**src/rtl/i2c_slave_regs_if.sv**
```systemverilog
// Pad-side I2C lines plus the local register-file port of i2c_slave_regs.
// The slave modport is the register block; the master modport is whatever drives it.
interface i2c_slave_regs_if;
    logic       scl_pad_i;
    logic       sda_pad_i;
    logic       sda_pad_o;
    logic       sda_padoen_o;
    logic [3:0] loc_adr;
    logic       loc_we;
    logic [7:0] loc_dat_i;
    logic [7:0] loc_dat_o;
    logic       busy_o;
    logic       wr_evt_o;
    logic [3:0] wr_adr_o;

    modport slave (
        input  scl_pad_i, sda_pad_i, loc_adr, loc_we, loc_dat_i,
        output sda_pad_o, sda_padoen_o, loc_dat_o, busy_o, wr_evt_o, wr_adr_o
    );

    modport master (
        output scl_pad_i, sda_pad_i, loc_adr, loc_we, loc_dat_i,
        input  sda_pad_o, sda_padoen_o, loc_dat_o, busy_o, wr_evt_o, wr_adr_o
    );
endinterface

```
**src/rtl/i2c_slave_regs.sv**
```systemverilog
// I2C target (7-bit address) with a 16 x 8-bit register file and a local parallel port.
// Define I2C_SLAVE_GLITCH_FILTER_EN to add a 3-sample glitch filter on SCL/SDA.
module i2c_slave_regs #(
    parameter logic [6:0] SLAVE_ADDR = 7'h50
) (
    input  logic            wb_clk_i,
    input  logic            wb_rst_i,
    i2c_slave_regs_if.slave bus
);
    localparam int DATA_W = 8;

    localparam logic [2:0] S_IDLE   = 3'd0;
    localparam logic [2:0] S_ADDR   = 3'd1;
    localparam logic [2:0] S_ACK    = 3'd2;
    localparam logic [2:0] S_PTR    = 3'd3;
    localparam logic [2:0] S_WDATA  = 3'd4;
    localparam logic [2:0] S_RDATA  = 3'd5;
    localparam logic [2:0] S_MACK   = 3'd6;
    localparam logic [2:0] S_IGNORE = 3'd7;

    logic              scl_p0, scl_p1, sda_p0, sda_p1;
    logic              scl_c, sda_c, scl_d, sda_d;
    logic              scl_rise, scl_fall, start_det, stop_det;
    logic [2:0]        state, nxt;
    logic [3:0]        bit_cnt;
    logic [DATA_W-1:0] sh;
    logic [DATA_W-1:0] rx_byte;
    logic              ack_drv, mack_ok, addr_ack;
    logic [3:0]        ptr;
    logic              oen, busy, wr_evt;
    logic [3:0]        wr_adr;
    logic              i2c_we;
    logic [DATA_W-1:0] regs [16];
    logic [DATA_W-1:0] loc_dat;

    // Stage p0/p1: two-flop synchronizers, idle bus level after reset
    always_ff @(posedge wb_clk_i) begin
        if (wb_rst_i) begin
            scl_p0 <= 1'b1;
            scl_p1 <= 1'b1;
            sda_p0 <= 1'b1;
            sda_p1 <= 1'b1;
        end else begin
            scl_p0 <= bus.scl_pad_i;
            scl_p1 <= scl_p0;
            sda_p0 <= bus.sda_pad_i;
            sda_p1 <= sda_p0;
        end
    end

`ifdef I2C_SLAVE_GLITCH_FILTER_EN
    logic [1:0] scl_hist, sda_hist;
    logic       scl_f, sda_f;

    // Filter stage: follow the line only after three equal synchronized samples
    always_ff @(posedge wb_clk_i) begin
        if (wb_rst_i) begin
            scl_hist <= 2'b11;
            sda_hist <= 2'b11;
            scl_f    <= 1'b1;
            sda_f    <= 1'b1;
        end else begin
            scl_hist <= {scl_hist[0], scl_p1};
            sda_hist <= {sda_hist[0], sda_p1};
            if (scl_p1 == scl_hist[0] && scl_hist[0] == scl_hist[1])
                scl_f <= scl_hist[0];
            if (sda_p1 == sda_hist[0] && sda_hist[0] == sda_hist[1])
                sda_f <= sda_hist[0];
        end
    end

    assign scl_c = scl_f;
    assign sda_c = sda_f;
`else
    assign scl_c = scl_p1;
    assign sda_c = sda_p1;
`endif

    // Edge-detect stage on the conditioned lines
    always_ff @(posedge wb_clk_i) begin
        if (wb_rst_i) begin
            scl_d <= 1'b1;
            sda_d <= 1'b1;
        end else begin
            scl_d <= scl_c;
            sda_d <= sda_c;
        end
    end

    assign scl_rise  = scl_c & ~scl_d;
    assign scl_fall  = ~scl_c & scl_d;
    assign start_det = scl_c & scl_d & sda_d & ~sda_c;
    assign stop_det  = scl_c & scl_d & ~sda_d & sda_c;
    assign rx_byte   = {sh[6:0], sda_c};
    assign addr_ack  = (nxt == S_PTR) || (nxt == S_RDATA);
    assign i2c_we    = (state == S_WDATA) && scl_rise && (bit_cnt == 4'd7);

    always_ff @(posedge wb_clk_i) begin
        if (wb_rst_i) begin
            state   <= S_IDLE;
            nxt     <= S_IDLE;
            bit_cnt <= 4'd0;
            sh      <= '0;
            ack_drv <= 1'b0;
            mack_ok <= 1'b0;
            ptr     <= 4'd0;
            oen     <= 1'b1;
            busy    <= 1'b0;
            wr_evt  <= 1'b0;
            wr_adr  <= 4'd0;
        end else begin
            wr_evt <= 1'b0;
            if (start_det) begin
                state   <= S_ADDR;
                bit_cnt <= 4'd0;
                oen     <= 1'b1;
                busy    <= 1'b0;
            end else if (stop_det) begin
                state <= S_IDLE;
                oen   <= 1'b1;
                busy  <= 1'b0;
            end else begin
                case (state)
                    S_ADDR, S_PTR, S_WDATA: begin
                        if (scl_rise) begin
                            sh      <= rx_byte;
                            bit_cnt <= bit_cnt + 4'd1;
                            if (bit_cnt == 4'd7) begin
                                bit_cnt <= 4'd0;
                                ack_drv <= 1'b0;
                                case (state)
                                    S_ADDR: begin
                                        if (rx_byte[7:1] == SLAVE_ADDR) begin
                                            state <= S_ACK;
                                            nxt   <= rx_byte[0] ? S_RDATA : S_PTR;
                                        end else begin
                                            state <= S_IGNORE;
                                        end
                                    end
                                    S_PTR: begin
                                        ptr   <= rx_byte[3:0];
                                        state <= S_ACK;
                                        nxt   <= S_WDATA;
                                    end
                                    default: begin
                                        wr_evt <= 1'b1;
                                        wr_adr <= ptr;
                                        ptr    <= ptr + 4'd1;
                                        state  <= S_ACK;
                                        nxt    <= S_WDATA;
                                    end
                                endcase
                            end
                        end
                    end
                    // First fall after the 8th bit drives ACK, the next one hands off
                    S_ACK: begin
                        if (scl_fall) begin
                            if (!ack_drv) begin
                                ack_drv <= 1'b1;
                                oen     <= 1'b0;
                                if (addr_ack)
                                    busy <= 1'b1;
                            end else begin
                                state   <= nxt;
                                ack_drv <= 1'b0;
                                bit_cnt <= 4'd0;
                                if (nxt == S_RDATA) begin
                                    sh  <= {regs[ptr][6:0], 1'b1};
                                    oen <= regs[ptr][7];
                                end else begin
                                    oen <= 1'b1;
                                end
                            end
                        end
                    end
                    S_RDATA: begin
                        if (scl_rise) begin
                            bit_cnt <= bit_cnt + 4'd1;
                        end else if (scl_fall) begin
                            if (bit_cnt == 4'd8) begin
                                oen     <= 1'b1;
                                ptr     <= ptr + 4'd1;
                                mack_ok <= 1'b0;
                                state   <= S_MACK;
                            end else begin
                                oen <= sh[7];
                                sh  <= {sh[6:0], 1'b1};
                            end
                        end
                    end
                    S_MACK: begin
                        if (scl_rise) begin
                            if (sda_c) begin
                                state <= S_IGNORE;
                                busy  <= 1'b0;
                            end else begin
                                mack_ok <= 1'b1;
                            end
                        end else if (scl_fall && mack_ok) begin
                            state   <= S_RDATA;
                            bit_cnt <= 4'd0;
                            sh      <= {regs[ptr][6:0], 1'b1};
                            oen     <= regs[ptr][7];
                        end
                    end
                    default: ;
                endcase
            end
        end
    end

    // Register file: an I2C write to the same index overrides the local write
    always_ff @(posedge wb_clk_i) begin
        if (wb_rst_i) begin
            for (int i = 0; i < 16; i++)
                regs[i] <= '0;
            loc_dat <= '0;
        end else begin
            for (int i = 0; i < 16; i++) begin
                if (i2c_we && ptr == 4'(i))
                    regs[i] <= rx_byte;
                else if (bus.loc_we && bus.loc_adr == 4'(i))
                    regs[i] <= bus.loc_dat_i;
            end
            loc_dat <= regs[bus.loc_adr];
        end
    end

    assign bus.sda_pad_o    = 1'b0;
    assign bus.sda_padoen_o = oen;
    assign bus.loc_dat_o    = loc_dat;
    assign bus.busy_o       = busy;
    assign bus.wr_evt_o     = wr_evt;
    assign bus.wr_adr_o     = wr_adr;
endmodule

```
**src/flat_wrapper.sv**
```systemverilog
// flat-port wrapper written by rule: the top's interface ports become plain ports
module i2c_slave_regs_flat 
#(
    parameter logic [6:0] SLAVE_ADDR = 7'h50
)
  (wb_clk_i, wb_rst_i, bus_scl_pad_i, bus_sda_pad_i, bus_loc_adr, bus_loc_we, bus_loc_dat_i, bus_sda_pad_o, bus_sda_padoen_o, bus_loc_dat_o, bus_busy_o, bus_wr_evt_o, bus_wr_adr_o);
  i2c_slave_regs_if bus_i ();
  input  logic wb_clk_i;
  input  logic wb_rst_i;
  input wire logic [$bits(bus_i.scl_pad_i)-1:0] bus_scl_pad_i;
  input wire logic [$bits(bus_i.sda_pad_i)-1:0] bus_sda_pad_i;
  input wire logic [$bits(bus_i.loc_adr)-1:0] bus_loc_adr;
  input wire logic [$bits(bus_i.loc_we)-1:0] bus_loc_we;
  input wire logic [$bits(bus_i.loc_dat_i)-1:0] bus_loc_dat_i;
  output wire logic [$bits(bus_i.sda_pad_o)-1:0] bus_sda_pad_o;
  output wire logic [$bits(bus_i.sda_padoen_o)-1:0] bus_sda_padoen_o;
  output wire logic [$bits(bus_i.loc_dat_o)-1:0] bus_loc_dat_o;
  output wire logic [$bits(bus_i.busy_o)-1:0] bus_busy_o;
  output wire logic [$bits(bus_i.wr_evt_o)-1:0] bus_wr_evt_o;
  output wire logic [$bits(bus_i.wr_adr_o)-1:0] bus_wr_adr_o;
  assign bus_i.scl_pad_i = bus_scl_pad_i;
  assign bus_i.sda_pad_i = bus_sda_pad_i;
  assign bus_i.loc_adr = bus_loc_adr;
  assign bus_i.loc_we = bus_loc_we;
  assign bus_i.loc_dat_i = bus_loc_dat_i;
  assign bus_sda_pad_o = bus_i.sda_pad_o;
  assign bus_sda_padoen_o = bus_i.sda_padoen_o;
  assign bus_loc_dat_o = bus_i.loc_dat_o;
  assign bus_busy_o = bus_i.busy_o;
  assign bus_wr_evt_o = bus_i.wr_evt_o;
  assign bus_wr_adr_o = bus_i.wr_adr_o;
  i2c_slave_regs #(.SLAVE_ADDR(SLAVE_ADDR)) u_core (.wb_clk_i(wb_clk_i), .wb_rst_i(wb_rst_i), .bus(bus_i));
endmodule
```
**config.mk**
```make
export PLATFORM = sky130hd
export DESIGN_NAME = i2c_slave_regs_flat
export DESIGN_NICKNAME = d
export VERILOG_FILES = /design/src/rtl/i2c_slave_regs_if.sv /design/src/rtl/i2c_slave_regs.sv /design/src/flat_wrapper.sv
export SDC_FILE = /design/constraint.sdc
export NUM_CORES = 1
export LEC_CHECK = 0
export CORE_UTILIZATION = 45
export DETAILED_ROUTE_END_ITERATION = 7
export DONT_BUFFER_PORTS = 1
export SLEW_MARGIN = 10
export SYNTH_ARGS = -nofsm -noshare
export SYNTH_HDL_FRONTEND = slang
export SYNTH_SLANG_ARGS = --single-unit
export TNS_END_PERCENT = 20
```
**constraint.sdc**
```tcl
create_clock -name wb_clk_i -period 2.3 [get_ports wb_clk_i]
set_input_delay 0.345 -clock wb_clk_i [delete_from_list [all_inputs] [get_ports wb_clk_i]]
set_output_delay 0.345 -clock wb_clk_i [all_outputs]
set_load 0.1 [all_outputs]
```
# == After elaboration in Yosys (flattened, before gate mapping) ==
# Memory sizes are Yosys's and may differ from the RTL's. A register that Yosys moved wholly into a read port is not among the register bits.
# Index checks and enable logic that the tools add are counted.
# totals
reg_bits,37
ram_bits,128
input_bits,17
out_inout_bits,16
word_cells,420
mem_count,1
# mem_list
memory,depth,word_bits,read_ports,rd_clocked_by_memory_dff,wr,line_no,source
u_core.regs,16,8,2,2,16,i2c_slave_regs.sv:33,logic [DATA_W-1:0] regs [16];
# classes
n_addsub,2
n_eq_ne,71
mux,218
bitwise_logic,49
n_reduce_logical,61
# ops
cell,count
2-to-1 mux 8 bit,41
2-to-1 mux 1 bit,139
"equality test 4 bit, second input constant",17
2-to-1 mux 4 bit,14
2-to-1 mux 3 bit,15
"equality test 4 x 3 -> 1 bit, second input constant",9
logical AND 1 bit,35
OR 1 bit,32
case mux 8 bit (4 select lines),1
AND reduction 6 bit,5
"inequality test 2 x 1 -> 1 bit, second input constant",13
"inequality test 4 x 1 -> 1 bit, second input constant",6
AND reduction 10 bit,2
"equality test 4 x 2 -> 1 bit, second input constant",4
case mux 4 bit (2 select lines),2
case mux 4 bit (4 select lines),1
AND reduction 8 bit,2
"equality test 3 bit, second input constant",4
"inequality test 2 bit, second input constant",6
case mux 3 bit (4 select lines),1
AND reduction 12 bit,1
NOT 1 bit,10
"equality test 3 x 2 -> 1 bit, second input constant",3
AND reduction 9 bit,1
other kinds (21),37

# == Longest topological paths before layout ==
# Gate-level depths: netlist of run 1.
# logic_depth
ltp_word,10
ltp_mapped,10
depth_no_buf,7

# == Least setup slack after synthesis of run 1 ==
# Ideal clock, no wire load.
# synth_path
kind,flip-flop to flip-flop
startpoint,register u_core.state[0]
endpoint,"memory u_core.regs[8][0], enable pin"
setup_time_ps,329
t_arrival_ps,2019
required_ps,1971
slack_ps,-48
stages_incl_launch_ff,8
path_buffers,3
synth_period_minus_slack_ps,2348
path_cell_list,dfxtp_1 buf_6 or3b_1 buf_6 nor4_4 and2_1 clkbuf_1 or3_1
# synth_lines
item,line_no,source
start: declaration,i2c_slave_regs.sv:24,"logic [2:0] state, nxt;"
start signal: assignment,i2c_slave_regs.sv:165,state <= nxt;
end: declaration,i2c_slave_regs.sv:33,

==> results of run 1 <==
registers in the layout, summed over array words and instances, names as in the netlist, named ones only:
register / cells
u_core.ack_drv: 1
u_core.bit_cnt: 4
u_core.bus.busy_o: 1
u_core.bus.loc_dat_o: 8
u_core.bus.sda_padoen_o: 1
u_core.bus.wr_adr_o: 4
u_core.bus.wr_evt_o: 1
u_core.mack_ok: 1
u_core.nxt: 3
u_core.ptr: 4
u_core.regs: 128
u_core.scl_c: 1
u_core.scl_d: 1
u_core.scl_p0: 1
u_core.sda_c: 1
u_core.sda_d: 1
u_core.sda_p0: 1
u_core.sh: 8
u_core.state: 3
worst max-delay path, stage by stage, from the launching register on:
cell,delay [ns]
dfxtp_1,0.34
ha_1,0.21
and3b_1,0.24
nand2_1,0.14
nor4_4,0.31
buf_4,0.26
a21oi_2,0.17
a22o_1,0.27
layout make-up:
class / instances / area [um2]
Clock buffer: 18 / 429
Multi-Input combinational cell: 601 / 5320
Timing Repair Buffer: 93 / 888
Tap cell: 313 / 392
Inverter: 7 / 26.3
Sequential cell: 177 / 4830
Clock inverter: 14 / 176
Fill cell: 1939 / 10700
worst min path at each step:
| stage | from | end | slack (ns) | cells after the start |
|---|---|---|---|---|
| 2_1_floorplan | u_core.scl_p0 | u_core.scl_c | 0.39 | 1 |
| 3_3_place_gp | u_core.sda_p0 | u_core.sda_c | 0.39 | 1 |
| 3_5_place_dp | u_core.scl_p0 | u_core.scl_c | 0.40 | 1 |
| 4_1_cts | wb_rst_i | u_core.ack_drv | 0.001 | 1 |
| 5_1_grt | wb_rst_i | u_core.scl_c | 0.02 | 1 |
| 6_report | wb_rst_i | u_core.ack_drv | 0.03 | 1 |
cell usage after synthesis, types with 3 or more instances:
cell      instances
a211oi_1         14
a21oi_1          55
a21oi_2           5
a22o_1           92
a31oi_1           8
a32o_1            3
and2_1           11
and3_1           14
and3b_1           6
and4_1            3
buf_1             4
buf_2            17
buf_4             4
buf_6             7
clkbuf_1         60
dfxtp_1          49
edfxtp_1        128
ha_1              6
inv_1             7
mux2_2            8
mux2_4           40
mux2i_1          66
mux4_2           44
nand2_1          45
nand2b_1          9
nand3_1          32
nand3b_1          7
nand4_1           6
nor2_1           29
nor2b_1          19
nor3_1            6
nor4bb_1          3
o21ai_0          13
o22ai_1           3
o31ai_1           8
or2_2             7
metal layers:
| layer | part of all wire [%] | GRT usage [%] |
|---|---|---|
| met5 | 0 | 0 |
| met4 | 3.8 | 12.9 |
| met3 | 7.5 | 5.60 |
| met2 | 49 | 42.8 |
| met1 | 40 | 32.8 |
power groups by stage:
stage	combinational (W)	clock, W	sequential, W
floorplan	0.00119	0	0.00395
global placement	0.00176	0	0.00393
detailed placement	0.00180	0	0.00394
CTS	0.00182	0.00303	0.00387
global route	0.00198	0.00315	0.00388
finish	0.00187	0.00302	0.00386
per-stage QoR:
step           utilization (%)  worst slack [ns]  cells
3_5_place_dp              49.8            -0.174   1186
6_report                  52.9             0.104   1223
4_1_cts                   52.7           0.00811   1221
3_3_place_gp              49.8            -0.164   1186
2_1_floorplan                -            0.0271    877
5_1_grt                   52.9          -0.00945   1223
cells by family (layout without fill, tap and decap cells):
logic type                 after synthesis  count (layout)  share of synthesized area, %
DFF                                    177             177                          45.8
and+or+nand+nor                        213             213                          11.3
AOI/OAI and AO/OA                      220             220                          15.4
adders and majority gates                6               6                         0.712
other                                    1               1                        0.0356
xor gates and xnor gates                 3               3                         0.249
buffers and inverters                   99             132                          4.37
muxes                                  158             158                          22.2
repair_timing:
item / in CTS / in global routing
buffers inserted: 0 / 2
pin swaps: 0 / 1
hold buffers: 3 / 0
gates resized for setup: 8 / 14
hold endpoints to repair: 22 / 0
setup endpoints to repair: 75 / 149
gates cloned: 0 / 0
==> results by group, run 1 <==
Flow run
  – Max Cap Violations: 0

Place
  – IO Port Bufs: 0
  – GPL Wtd Cong: between 0.8 and 0.9
  – Placed inst area: around 0.011 mm2
  – Hpwl dp: approximately 22000 um

Timing
  – Tcrit/Tclk final: between 90% and 100%
  – F_max: 455 MHz
  – Max Slew Vio Count: 0
  – Worst rel slew slack: between 30% and 40%
  – Final Setup Violations: 0
  – Hold slack: between 0.03 and 0.04 ns
  – Total negative slack: 0 ns
  – Worst slew pin tran: approximately 1.0 ns
  – Final hold vios: 0
  – Skew final: between 0.01 and 0.015 ns
  – Fin crit period: about 2.2 ns

GRT
  – Number of global-route vias before repair: around 8000
  – GR Util All Layers: 26.1%
  – Initial antenna violation count: 0
  – Largest net degree at the start of global routing: 46
  – Total congestion overflow: 0
  – Global-route wire length before repair: between 40000 and 50000 um

Synthesis
  – Syn Inst Count: about 880
  – Yosys reg bits: approximately 180
  – Top FF cell, synth: edfxtp_1
  – Syn avg cell area: approximately 12 um2
  – Synth Net Count: 900
  – Synth warn: 0
  – Synth top area share: a little over a third
  – Dominant cell type by area after synthesis: edfxtp_1
  – EDFF count, synth: ~130
  – Syn Std Cell Area: around 0.011 mm2
  – Yosys cell types: 68
  – Synth area leaders: edfxtp_1 36%, mux4_2 9.4%, dfxtp_1 9.3%, a22o_1 7.6%, mux2i_1 6.3%
  – Sequential share of the synthesized area: about 46%
  – Post-synthesis async set-or-reset flop share: 0%

Layout
  – ANT cells: 0
  – Share of layout cells above drive strength 1: roughly 28%
  – Final instance area: around 0.012 mm2
  – P&R area growth vs syn: 14.4%
  – Final nets: 920
  – Most frequent cells in the layout: 128 x edfxtp_1, 92 x a22o_1, 76 x buf_4
  – Most common cell after layout, fill and taps aside: edfxtp_1

Min path
  – Hold Path Class: in2reg

Floorplan
  – Starting Density: a little under half
  – IO Count: 33
  – Cell Rows: 55
  – Core ar.: 0.0228 mm2
  – DIE AREA: between 0.02 and 0.025 mm2
  – DIE HEIGHT: roughly 160 um
  – Die X: ~160 um

Detailed routing
  – Drt drc: 0
  – Antenna Violating Nets Remaining: 0
  – Drt pass-1 iters: 5
  – Routed WL: 30500 um
  – Drt initial violations: ~700
  – Detailed-route via count: between 7000 and 8000
  – Via density: between 6 and 7
  – Avg WL per Cell: roughly 25 um

Power and ir drop
  – Register share of total power: between 40% and 50%
  – Switching Share: between 20% and 30%
  – Clk network pwr share: approximately 35%
  – Peak supply drop: 456 uV
  – Total Power: 0.00874 W
  – Part of the power in combinational logic: about a fifth
  – Psw: 0.00259 W
  – Power per Cell Area: 725 mW/mm2
  – Pleak: 4.23 nW
  – Internal power: 0.00615 W

Outcome
  – Status: completed

Setup path
  – R2R Path Start: u_core.bit_cnt[0]
  – Crit path kind: reg2reg
  – Worst setup path endpoint: u_core.regs[2][7]
  – WP data required: between 2 and 2.5 ns
  – Worst endpoint data arrival time: 2.39 ns
  – Startpoint Class: register
  – Crit end category: register
  – RR Endpoint: u_core.regs[2][7]
  – CP Max Fanout: 12
  – Register-to-Register Path Depth: 7
  – Critical Path Source: u_core.bit_cnt[0]
  – Worst R2R Setup Slack: ~0.10 ns

Clock tree
  – CTS tree: yes
  – Clk Latency, worst-skew pair: between 0.4 and 0.5 ns
  – Total clock buffers created by CTS: 17
  – Sink Count: ~180
  – Clock transition at path regs: around 0.07 ns
  – CTS root buffer: clkbuf_16
  – Clock buffer depth: 2
  – H-tree level count: 4
No activity file was read; power rests on OpenSTA's default activity.
==> inputs of run 2 (changes only) <==
==> constraint.sdc (replaced) <==
create_clock -name wb_clk_i -period 1.98 [get_ports wb_clk_i]
set_input_delay 0.297 -clock wb_clk_i [delete_from_list [all_inputs] [get_ports wb_clk_i]]
set_output_delay 0.297 -clock wb_clk_i [all_outputs]
set_load 0.1 [all_outputs]
==> results by group, run 2 (synthesis results as in run 1) <==
Power and ir drop
  – Psw: 0.00307 W (was 0.00259 W)
  – Clk network pwr share: 31.2% (was 34.5%)
  – Part of the power in combinational logic: 24.2% (was 21.4%)
  – Internal power: 0.00696 W (was 0.00615 W)
  – Register share of total power: 44.6% (was 44.1%)
  – Pleak: 4.45 nW (was 4.23 nW)
  – Switching Share: 30.6% (was 29.6%)
  – Peak supply drop: 562 uV (was 456 uV)
  – Power per Cell Area: 795 mW/mm2 (was 725 mW/mm2)

Timing
  – Post-route setup slack: -0.166 ns (was 0.104 ns)
  – Skew final: 0.00854 ns (was 0.0114 ns)
  – Worst slew pin tran: 1.11 ns (was 0.999 ns)
  – Final Setup Violations: 144 (was 0)
  – Final hold vios: 0 (unchanged)
  – Max Slew Vio Count: 0 (unchanged)
  – Hold slack: 0.0454 ns (was 0.0326 ns)
  – Fin crit period: 2.15 ns (was 2.20 ns)
  – Tcrit/Tclk final: 108% (was 95.5%)
  – Worst rel slew slack: 25.6% (was 33.2%)
  – F_max: 466 MHz (was 455 MHz)
  – Unrepaired setup endpoints after global routing: yes

Clock tree
  – Clk Latency, worst-skew pair: 0.44 ns (about the same)
  – Total clock buffers created by CTS: 17 (unchanged)
  – CTS root buffer: clkbuf_16 (unchanged)
  – H-tree level count: 4 (unchanged)
  – Clock transition at path regs: 0.07 ns (about the same)
  – Clock buffer depth: 2 (unchanged)
  – CTS tree: yes (unchanged)
  – Sink Count: 177 (unchanged)

Outcome
  – Status: finished with violations (was completed)
  – Failing checks: negative setup slack

Layout
  – FILL cells: 1900 (was 1939)
  – Share of layout cells above drive strength 1: 34.6% (was 27.7%)
  – Final Util: 55.4% (was 52.9%)
  – Final instance area: 0.0126 mm2 (was 0.0121 mm2)
  – Final nets: 957 (was 920)
  – ANT cells: 0 (unchanged)
  – Largest register FFs: 128 (unchanged)
  – P&R area growth vs syn: 19.6% (was 14.4%)
  – Cell Count, Final, Fillers Out: 1260 (was 1223)
  – Most flops, register: u_core.regs (unchanged)
  – Most common cell after layout, fill and taps aside: edfxtp_1 (unchanged)
  – Most frequent cells in the layout: 128 x edfxtp_1, 100 x buf_4, 92 x a22o_1 (was 128 x edfxtp_1, 92 x a22o_1, 76 x buf_4)

GRT
  – GR Util All Layers: 27.5% (was 26.1%)
  – Largest net degree at the start of global routing: 46 (unchanged)
  – Number of global-route vias before repair: 7814 (was 7962)
  – Total congestion overflow: 0 (unchanged)
  – Global-route wire length before repair: 48300 um (was 46400 um)
  – Initial antenna violation count: 0 (unchanged)

Setup path
  – Startpoint Class: register (unchanged)
  – Crit-path leading delay family: simple AND/OR/NAND/NOR gates (unchanged)
  – WP buf/inv: 2 (was 1)
  – Crit path kind: reg2reg (unchanged)
  – CP max stage cell: or3b_4 (was dfxtp_1)
  – Crit end category: register (unchanged)
  – WP data required: 2.16 ns (was 2.49 ns)
  – CP Max Fanout: 8 (was 12)
  – Slowest stage delay, CP: 0.41 ns (was 0.34 ns)
  – Critical path, cell by cell: or3b_4 > buf_6 > nor4_4 > buf_6 > nand2_2 > and3_4 > mux2_4 (was ha_1 > and3b_1 > nand2_1 > nor4_4 > buf_4 > a21oi_2 > a22o_1)
  – Worst endpoint data arrival time: 2.33 ns (was 2.39 ns)
  – Most used cell, CP: buf_6

Floorplan
  – Cell Rows: 55 (unchanged)
  – Core ar.: 0.0228 mm2 (unchanged)
  – IO Count: 33 (unchanged)
  – Starting Density: 46.3% (unchanged)
  – Die X: 155 um (unchanged)
  – DIE AREA: 0.0240 mm2 (unchanged)
  – DIE HEIGHT: 155 um (unchanged)

Detailed routing
  – Avg WL per Cell: 25.8 um (was 24.9 um)
  – Detailed-route via count: 8067 (was 7871)
  – Drt drc: 0 (unchanged)
  – Drt initial violations: 865 (was 701)
  – Via density: 6.40 (was 6.44)
  – Routed WL: 32600 um (was 30500 um)
  – Antenna Violating Nets Remaining: 0 (unchanged)
  – Drt pass-1 iters: 5 (unchanged)

Flow run
  – Max Cap Violations: 0 (unchanged)

Place
  – IO Port Bufs: 0 (unchanged)
  – GPL Wtd Cong: 0.900 (was 0.886)
  – Hpwl dp: 23300 um (was 21900 um)
  – Placed Cells: 1214 (was 1186)
  – Dpl ws: -0.333 ns (was -0.174 ns)
  – Placed inst area: 0.0116 mm2 (was 0.0113 mm2)

Min path
  – Hold Path Class: in2reg (unchanged)
-- run 2: changes by cell type in the layout (fill, tap and decap cells not counted), sizes merged --
cell / delta
clkinvlp: +3
inv: -1
buf: +36
clkbuf: +1
bufinv: -2
-- run 2: stage by stage --
| step | TNS [ns] | power (W) |
|---|---|---|
| final | -8.91 | 0.0100 |
| after floorplan | -30.18 | 0.00598 |
| after global routing | -25.73 | 0.0103 |
| after CTS | -13.76 | 0.00991 |
| after global placement | -32.71 | 0.00672 |
| after detailed placement | -35.57 | 0.00677 |
-- run 2: final cells by class --
cell class	instances	area, um2	share of cell area, %
clock buffers	18	429	3.40
clock inverters	14	105	0.833
inverters	7	26.3	0.208
multi-input cells	601	5560	44.1
flip-flops and latches	177	4830	38.3
well taps	313	392	3.11
repair buffers	130	1260	10.0
-- run 2: worst paths after layout --
kind                   startpoint            endpoint  slack, ns  cells after the start
hold reg to reg     u_core.scl_p0        u_core.scl_c       0.42                      1
setup reg to reg  u_core.state[0]  u_core.regs[11][7]      -0.17                      7
hold / removal           wb_rst_i   u_core.regs[8][2]       0.05                      1
setup / recovery  u_core.state[0]  u_core.regs[11][7]      -0.17                      7
-- run 2: metal layers --
| layer | share of wire (%) | global-route usage [%] | vias up |
|---|---|---|---|
| met5 | 0 | 0 | - |
| met4 | 3.0 | 11.2 | 0 |
| met3 | 7.8 | 5.29 | 64 |
| met2 | 47 | 43.8 | 402 |
| met1 | 43 | 36.9 | 4057 |
| li1 | - | - | 3544 |
-- run 2: power by group through the flow --
| stage | sequential [W] | clock, W | combinational [W] |
|---|---|---|---|
| after floorplan | 0.00459 | 0 | 0.00139 |
| after global placement | 0.00453 | 0 | 0.00219 |
| after detailed placement | 0.00455 | 0 | 0.00221 |
| after CTS | 0.00447 | 0.00316 | 0.00228 |
| after global routing | 0.00450 | 0.00328 | 0.00253 |
| final | 0.00447 | 0.00313 | 0.00243 |
-- run 2: what timing repair did --
action	4_1_cts	5_1_grt
gates resized for setup	40	41
hold buffers	3	0
pin swaps	26	35
endpoints found under the setup margin	243	269
hold endpoints to repair	27	0
gates cloned	0	1
buffers inserted	4	8
